[src/rtl/smg_scan_paramod.sv]
// Multiplexed common-anode 7-segment scanner: DIGITS digits, per-slot dead time, per-digit dp,
// frame-shadowed data with an oFrame strobe. Define SMG_LZB_EN for leading-zero blanking.
module smg_scan_paramod #(
  parameter int DIGITS       = 6,
  parameter int SCAN_CYCLES  = 50000,
  parameter int BLANK_CYCLES = 500
) (
  input  logic                  CLOCK,
  input  logic                  RESET,
  input  logic [4*DIGITS-1:0]   iData,
  input  logic [DIGITS-1:0]     iDP,
  output logic [7:0]            DIG,
  output logic [DIGITS-1:0]     SEL,
  output logic                  oFrame
);

  localparam int CW = (SCAN_CYCLES > 1) ? $clog2(SCAN_CYCLES) : 1;
  localparam int IW = (DIGITS > 1) ? $clog2(DIGITS) : 1;
  localparam logic [CW-1:0] C1_LAST = CW'(SCAN_CYCLES - 1);
  localparam logic [IW-1:0] I_LAST  = IW'(DIGITS - 1);

  logic [CW-1:0]         r_c1;
  logic [IW-1:0]         r_idx;
  logic [4*DIGITS-1:0]   r_shadow;
  logic [DIGITS-1:0]     r_shadow_dp;

  logic                  w_c1_wrap;
  logic                  w_load;
  logic                  w_dead;
  logic [3:0]            w_nibs [DIGITS];
  logic [DIGITS-1:0]     w_lz;
  logic [3:0]            w_nib;
  logic [6:0]            w_seg;

  function automatic logic [6:0] f_encode(input logic [3:0] nib);
    case (nib)
      4'h0: f_encode = 7'h40;
      4'h1: f_encode = 7'h79;
      4'h2: f_encode = 7'h24;
      4'h3: f_encode = 7'h30;
      4'h4: f_encode = 7'h19;
      4'h5: f_encode = 7'h12;
      4'h6: f_encode = 7'h02;
      4'h7: f_encode = 7'h78;
      4'h8: f_encode = 7'h00;
      4'h9: f_encode = 7'h10;
      4'hA: f_encode = 7'h08;
      4'hB: f_encode = 7'h03;
      4'hC: f_encode = 7'h46;
      4'hD: f_encode = 7'h21;
      4'hE: f_encode = 7'h06;
      default: f_encode = 7'h0E;
    endcase
  endfunction

  assign w_c1_wrap = (r_c1 == C1_LAST);
  assign w_load    = w_c1_wrap && (r_idx == I_LAST);

  generate
    if (BLANK_CYCLES == 0) begin : g_no_dead
      assign w_dead = 1'b0;
    end else begin : g_dead
      assign w_dead = (r_c1 < CW'(BLANK_CYCLES));
    end
  endgenerate

  // w_lz[k]: nibble k and every more-significant nibble are zero; digit 0 never qualifies
  genvar k;
  generate
    for (k = 0; k < DIGITS; k++) begin : g_nib
      assign w_nibs[k] = r_shadow[4*k +: 4];
      if (k == 0) begin : g_lsd
        assign w_lz[k] = 1'b0;
      end else begin : g_msd
        assign w_lz[k] = ~|r_shadow[4*DIGITS-1:4*k];
      end
    end
  endgenerate

  assign w_nib = w_nibs[r_idx];

`ifdef SMG_LZB_EN
  assign w_seg = w_lz[r_idx] ? 7'h7F : f_encode(w_nib);
`else
  assign w_seg = f_encode(w_nib);
`endif

  always_ff @(posedge CLOCK or negedge RESET) begin
    if (!RESET) begin
      r_c1        <= '0;
      r_idx       <= '0;
      r_shadow    <= '0;
      r_shadow_dp <= '0;
      SEL         <= '1;
      DIG         <= 8'hFF;
      oFrame      <= 1'b0;
    end else begin
      r_c1 <= w_c1_wrap ? '0 : r_c1 + 1'b1;
      if (w_c1_wrap) begin
        r_idx <= (r_idx == I_LAST) ? '0 : r_idx + 1'b1;
      end
      // Capture coincides with the digit wrap so digit 0 of the next frame sees new data
      if (w_load) begin
        r_shadow    <= iData;
        r_shadow_dp <= iDP;
      end
      oFrame <= w_load;
      if (w_dead) begin
        SEL <= '1;
        DIG <= 8'hFF;
      end else begin
        SEL <= ~(DIGITS'(1) << r_idx);
        DIG <= {~r_shadow_dp[r_idx], w_seg};
      end
    end
  end

  // unused when leading-zero blanking is compiled out
  logic w_unused_lz;
  assign w_unused_lz = ^w_lz;

endmodule

[config.mk]
export PLATFORM = sky130hd
export DESIGN_NAME = smg_scan_paramod
export DESIGN_NICKNAME = d
export VERILOG_FILES = /design/src/rtl/smg_scan_paramod.sv
export SDC_FILE = /design/constraint.sdc
export NUM_CORES = 1
export LEC_CHECK = 0
export BUFFER_PORTS_ARGS = -buffer_cell sky130_fd_sc_hd__buf_2
export CORE_MARGIN = 2
export CORE_UTILIZATION = 55
export DETAILED_ROUTE_END_ITERATION = 7
export GPL_ROUTABILITY_DRIVEN = 0
export PLACE_DENSITY_LB_ADDON = 0.08
export REMOVE_ABC_BUFFERS = 1
export SYNTH_ARGS = -nofsm -noshare
export SYNTH_HDL_FRONTEND = slang
export SYNTH_SLANG_ARGS = --single-unit
[constraint.sdc]
create_clock -name CLOCK -period 3.4 [get_ports CLOCK]
set_input_delay 0.51 -clock CLOCK [delete_from_list [all_inputs] [get_ports CLOCK]]
set_output_delay 0.51 -clock CLOCK [all_outputs]
set_load 0.02 [all_outputs]
Yosys cells after proc, flatten, opt, wreduce, memory -nomap -nowiden
Memories as Yosys holds them, arrays and structs flattened.
Cells that the tools add are included.
{"block": "word_totals", "out_inout_bits": 15, "mem_bits_ro": 112, "mem_count": 1, "reg_bits": 64, "wordCells": 29, "inputBits": 32}
{"block": "classes", "mux": 9, "eq_ne": 2, "shift": 1, "n_lt_le_gt_ge": 3, "n_addsub": 2, "reduce_logical": 1, "bitwise_logic": 3}
{"name": "(no name shown)", "depth": 16, "word_bits": 7, "rd": 1, "rd_clocked_by_memory_dff": 0, "write_ports": 0, "line": "36", "rtl": "case (nib)"}
{"cell": "$add 16x1->16 const B", "count": 1}
{"cell": "$eq 16x16->1 const B", "count": 1}
{"cell": "$lt 16x9->1 const B", "count": 1}
{"cell": "$mux 16", "count": 1}
{"cell": "$bmux 4 s3", "count": 1}
{"cell": "$mux 4", "count": 2}
{"cell": "$mux 8", "count": 1}
{"cell": "$mux 6", "count": 1}
{"cell": "$not 6->6", "count": 1}
{"cell": "$shl 1x3->6 const A", "count": 1}
{"cell": "$ge 4x4->1 const B", "count": 1}
{"cell": "$lt 3x4->1 const B", "count": 1}
{"cell": "$not 3->4", "count": 1}
{"cell": "$add 3x1->3 const B", "count": 1}
{"cell": "$bmux 1 s3", "count": 1}
{"cell": "$eq 3x3->1 const B", "count": 1}
{"cell": "$mux 3", "count": 1}
{"cell": "$logic_and 1x1->1", "count": 1}
{"cell": "$mux 1", "count": 1}
{"cell": "$not 1->1", "count": 1}

Logic depth before layout (Yosys ltp)
An unclocked memory read counts as a cell.
{"block": "depth", "depth_word": 6, "ltp_mapped": 10}

Worst setup path before layout
No wires, ideal clock.
{"block": "synth_path", "path_type": "reg-to-reg", "startpoint": "register r_idx[1]", "endpoint": "register DIG[3]", "n_path_buf": 2, "arrival_time_ns": 2.262, "t_required_ns": 3.284, "synth_period_minus_slack_ns": 2.378, "slack_ns": 1.022, "path_stages_with_launch": 10, "path_cell_list": "dfrtp_1 > clkbuf_1 > buf_2 > mux2i_1 > nor2_1 > nor3_1 > inv_1 > ha_1 > a2111oi_0 > a31oi_1"}
{"block": "synth_between", "elab_chain_cells": 6}
{"item": "start: declaration", "line": "23", "rtl": "logic [IW-1:0] r_idx;"}
{"item": "start signal: assignment", "line": "100", "rtl": "r_idx <= (r_idx == I_LAST) ? '0 : r_idx + 1'b1;"}
{"item": "$not 3->4 (implied by the code)", "line": "80", "rtl": "assign w_nib = w_nibs[r_idx];"}
{"item": "$bmux 4 s3", "line": "80"}
{"item": "$mux 4 (implied by the code) (2 in a row)", "line": "80"}
{"item": "$mem_v2 16x7"}
{"item": "$mux 8", "line": "108", "rtl": "if (w_dead) begin"}
{"item": "end signal: assignment", "line": "113", "rtl": "DIG <= {~r_shadow_dp[r_idx], w_seg};"}
{"item": "end: declaration", "line": "12", "rtl": "output logic [7:0] DIG,"}
Every way passes these cells. The select of a mux whose other input is x is not followed.
A chain may end at the register's enable or synchronous reset.

Worst setup path after layout
Same ends and word-level chain as after synthesis.

==> impl_metrics.ini <==
[run_status]
status = completed

[power]
peakVddDrop_mv = 0.244
internal_power_mw = 1.30
clkPwrFrac = 0.458
p_sw_uw = 327
leakagePower_nw = 1.71
combPwrFrac = 0.056
power.density_mw_per_mm2 = 445
seqPwrFrac = 0.485
power_mw = 1.63
swShare = 0.201

[job]
maxCapViolCount = 0

[routing]
ant_nets = 0
wl_met1_um = 2900
drt-total-wl_um = 5650
dr_wl_met2_um = 2380
vias = 2022
wl_per_cell_um = 14.9
routed.top_layer = met4
drtIter0Drc = 59
via_per_inst = 5.32
drc = 0
routed-wl-met3_um = 262
drtPass1Iterations = 4

[timing]
fin_worst_skew_ns = 0.00731
slew_headroom = 0.478
setup_viol = 0
worst_pin_slew_ns = 0.783
max_freq_mhz = 379
min_period_ns = 2.64
post-route-period-util = 0.777
finalMaxSlewViolations = 0
tns_ns = 0
final_hold_viol_count = 0
rsz0062_at_grt = no

[setup_path]
start_kind = flip-flop
end_kind = flip-flop
reg2reg_depth = 8
cp_slowest_cell = dfrtp_1
crit_chain = mux2i_1 -> o22ai_1 -> a21oi_1 -> inv_1 -> ha_1 -> nor3b_1 -> a2111oi_0 -> a31oi_1
cp_max_fo = 15
cpPeakStageDelay_ns = 0.73
path_class = flip-flop to flip-flop
critical_path_arrival_ns = 2.87
critPathRequiredTime_ns = 3.63
regToRegSetupSlack_ns = 0.76

[floorplan]
dieArea_mm2 = 0.00636
die_width_um = 79.8
io_pins = 47
start_util = 0.570
row_count = 27
core-area_mm2 = 0.00554
die_y_um = 79.8

[global_route]
first_global_vias = 1963
track_usage = 0.199
grt_antenna_before_repair = 0
grt_max_degree = 65
grt_pass1_wl_um = 9470
overflow = 0

[clock_tree]
cts_tree = yes
clockRootBuffer = clkbuf_8
cts_resized = 0
cts_inserted_buffers = 9
cts_max_level = 3
cts_setup_buffers = 0
ctsHoldBuffers = 0
clock_latency_ns = 0.33
clock_path_buffers = 2
cts.sinks = 64
clk_pin_slew_worst_paths_ns = 0.07

[finish]
final_cells = 380
layout_commonest_cell = dfrtp_1
finalInstanceArea_mm2 = 0.00366
n_fill_cell = 451
n_antenna_cell = 0
fin_util = 0.661
most-common-layout-cells = 50 x dfrtp_1, 46 x buf_2, 30 x mux2_4, 24 x nor2_1, 16 x nand2_1
area_delta_synth_final_pct = 16.0
drive_gt1_frac = 0.390
final_nets = 343

[synthesis]
synth_simple_gate_area_frac = 0.129
synth_area_per_cell_um2 = 12.5
synth_edf_count = 0
synth_top_area_cell = dfrtp_1
synth_top_family_by_area = multiplexers
synth-adder-area-share = 0.0317
synth_compound_area_frac = 0.0507
syn_area_mm2 = 0.00316
synth.area.mux_share = 0.208
synthFlopType = dfrtp_1
ys_types = 46
synth-xor-area-share = 0.0388
synthArstFlopShare = 1.00
yosysWarnings = 0
ys_seq_area_frac = 0.513
synthCells = 253
ys_top_cells_by_area = dfrtp_1 40%, mux2_4 14%, dfstp_2 12%
yosys.area.top_type_share = 0.396
synth-seq-cells = 64

[place]
dpl.hpwl_um = 3940
portBuffers = 46
place_area_mm2 = 0.00343
dp_cells = 364

[worst_hold_path]
hold_path.class = primary input to asynchronous set/reset pin
## cells by family (layout without fill, tap and decap cells)
kind of cell / Yosys count / count (layout)
flops: 64 / 64
mux: 49 / 49
xor+xnor: 14 / 14
buf+inv: 15 / 70
compound gates: 24 / 24
simple gates: 79 / 79
fa+ha+maj: 8 / 8
## registers in the layout, indices dropped and copies added (netlist names)
register and cells:
SEL 6, r_shadow_dp 6, r_idx 3, r_shadow 24, DIG 8, r_c1 16, oFrame 1
## area by class of cell
cell class / count / area [um^2] / share of cell area
multi-input cells: 174 / 1450 / 0.395
inverters: 4 / 15.0 / 0.00410
clock buffers: 14 / 173 / 0.0471
repair buffers: 50 / 260 / 0.0710
flip-flops and latches: 64 / 1620 / 0.442
clock inverters: 2 / 60.1 / 0.0164
well taps: 72 / 90.1 / 0.0246
## stage by stage
step,hold slack [ns],setup WS [ns]
floorplan,0.214,0.881
global placement,0.478,0.953
detailed placement,0.485,0.827
CTS,0.363,0.805
global route,0.385,0.495
finish,0.342,0.759
## layer usage
layer	track usage	up-vias
met2	0.283	48
met1	0.289	961
met5	0	-
met4	0.0729	0
met3	0.0588	10
li1	-	1003
## path summary, 6_finish.rpt
check	from	to
max in group asynchronous	RESET	r_c1[4]
min in group CLOCK	iData[6]	r_shadow[6]
setup / recovery	r_idx[1]	DIG[3]
hold / removal	RESET	r_shadow[22]
hold reg to reg	r_c1[0]	r_c1[0]
setup reg to reg	r_idx[1]	DIG[3]
## critical path: cells and delay by family (launching register included)
| kind | cells | cell delay (ns) |
|---|---|---|
| fa+ha+maj | 1 | 0.22 |
| simple gates | 1 | 0.15 |
| mux | 1 | 0.25 |
| compound gates | 4 | 1.01 |
| buf+inv | 1 | 0.17 |
| flops | 1 | 0.73 |
## power groups by stage
| stage | sequential [mW] | combinational, mW | clock, mW |
|---|---|---|---|
| 3_5_place_dp | 0.806 | 0.0929 | 0 |
| 5_1_grt | 0.794 | 0.103 | 0.793 |
| 3_3_place_gp | 0.806 | 0.0909 | 0 |
| 2_1_floorplan | 0.801 | 0.0514 | 0 |
| 4_1_cts | 0.792 | 0.0930 | 0.768 |
| 6_report | 0.792 | 0.0917 | 0.748 |
## synth_stat cells, drive strengths merged (4+ instances only)
cell	instances
nor3	4
xnor2	6
nand2	16
o21ai	6
mux2	34
nand3	10
nor2	24
a21oi	4
dfrtp	50
ha	8
nand4	4
buf	8
xor2	8
dfstp	14
mux2i	14
inv	4
No activity file was read; power rests on OpenSTA's default activity.
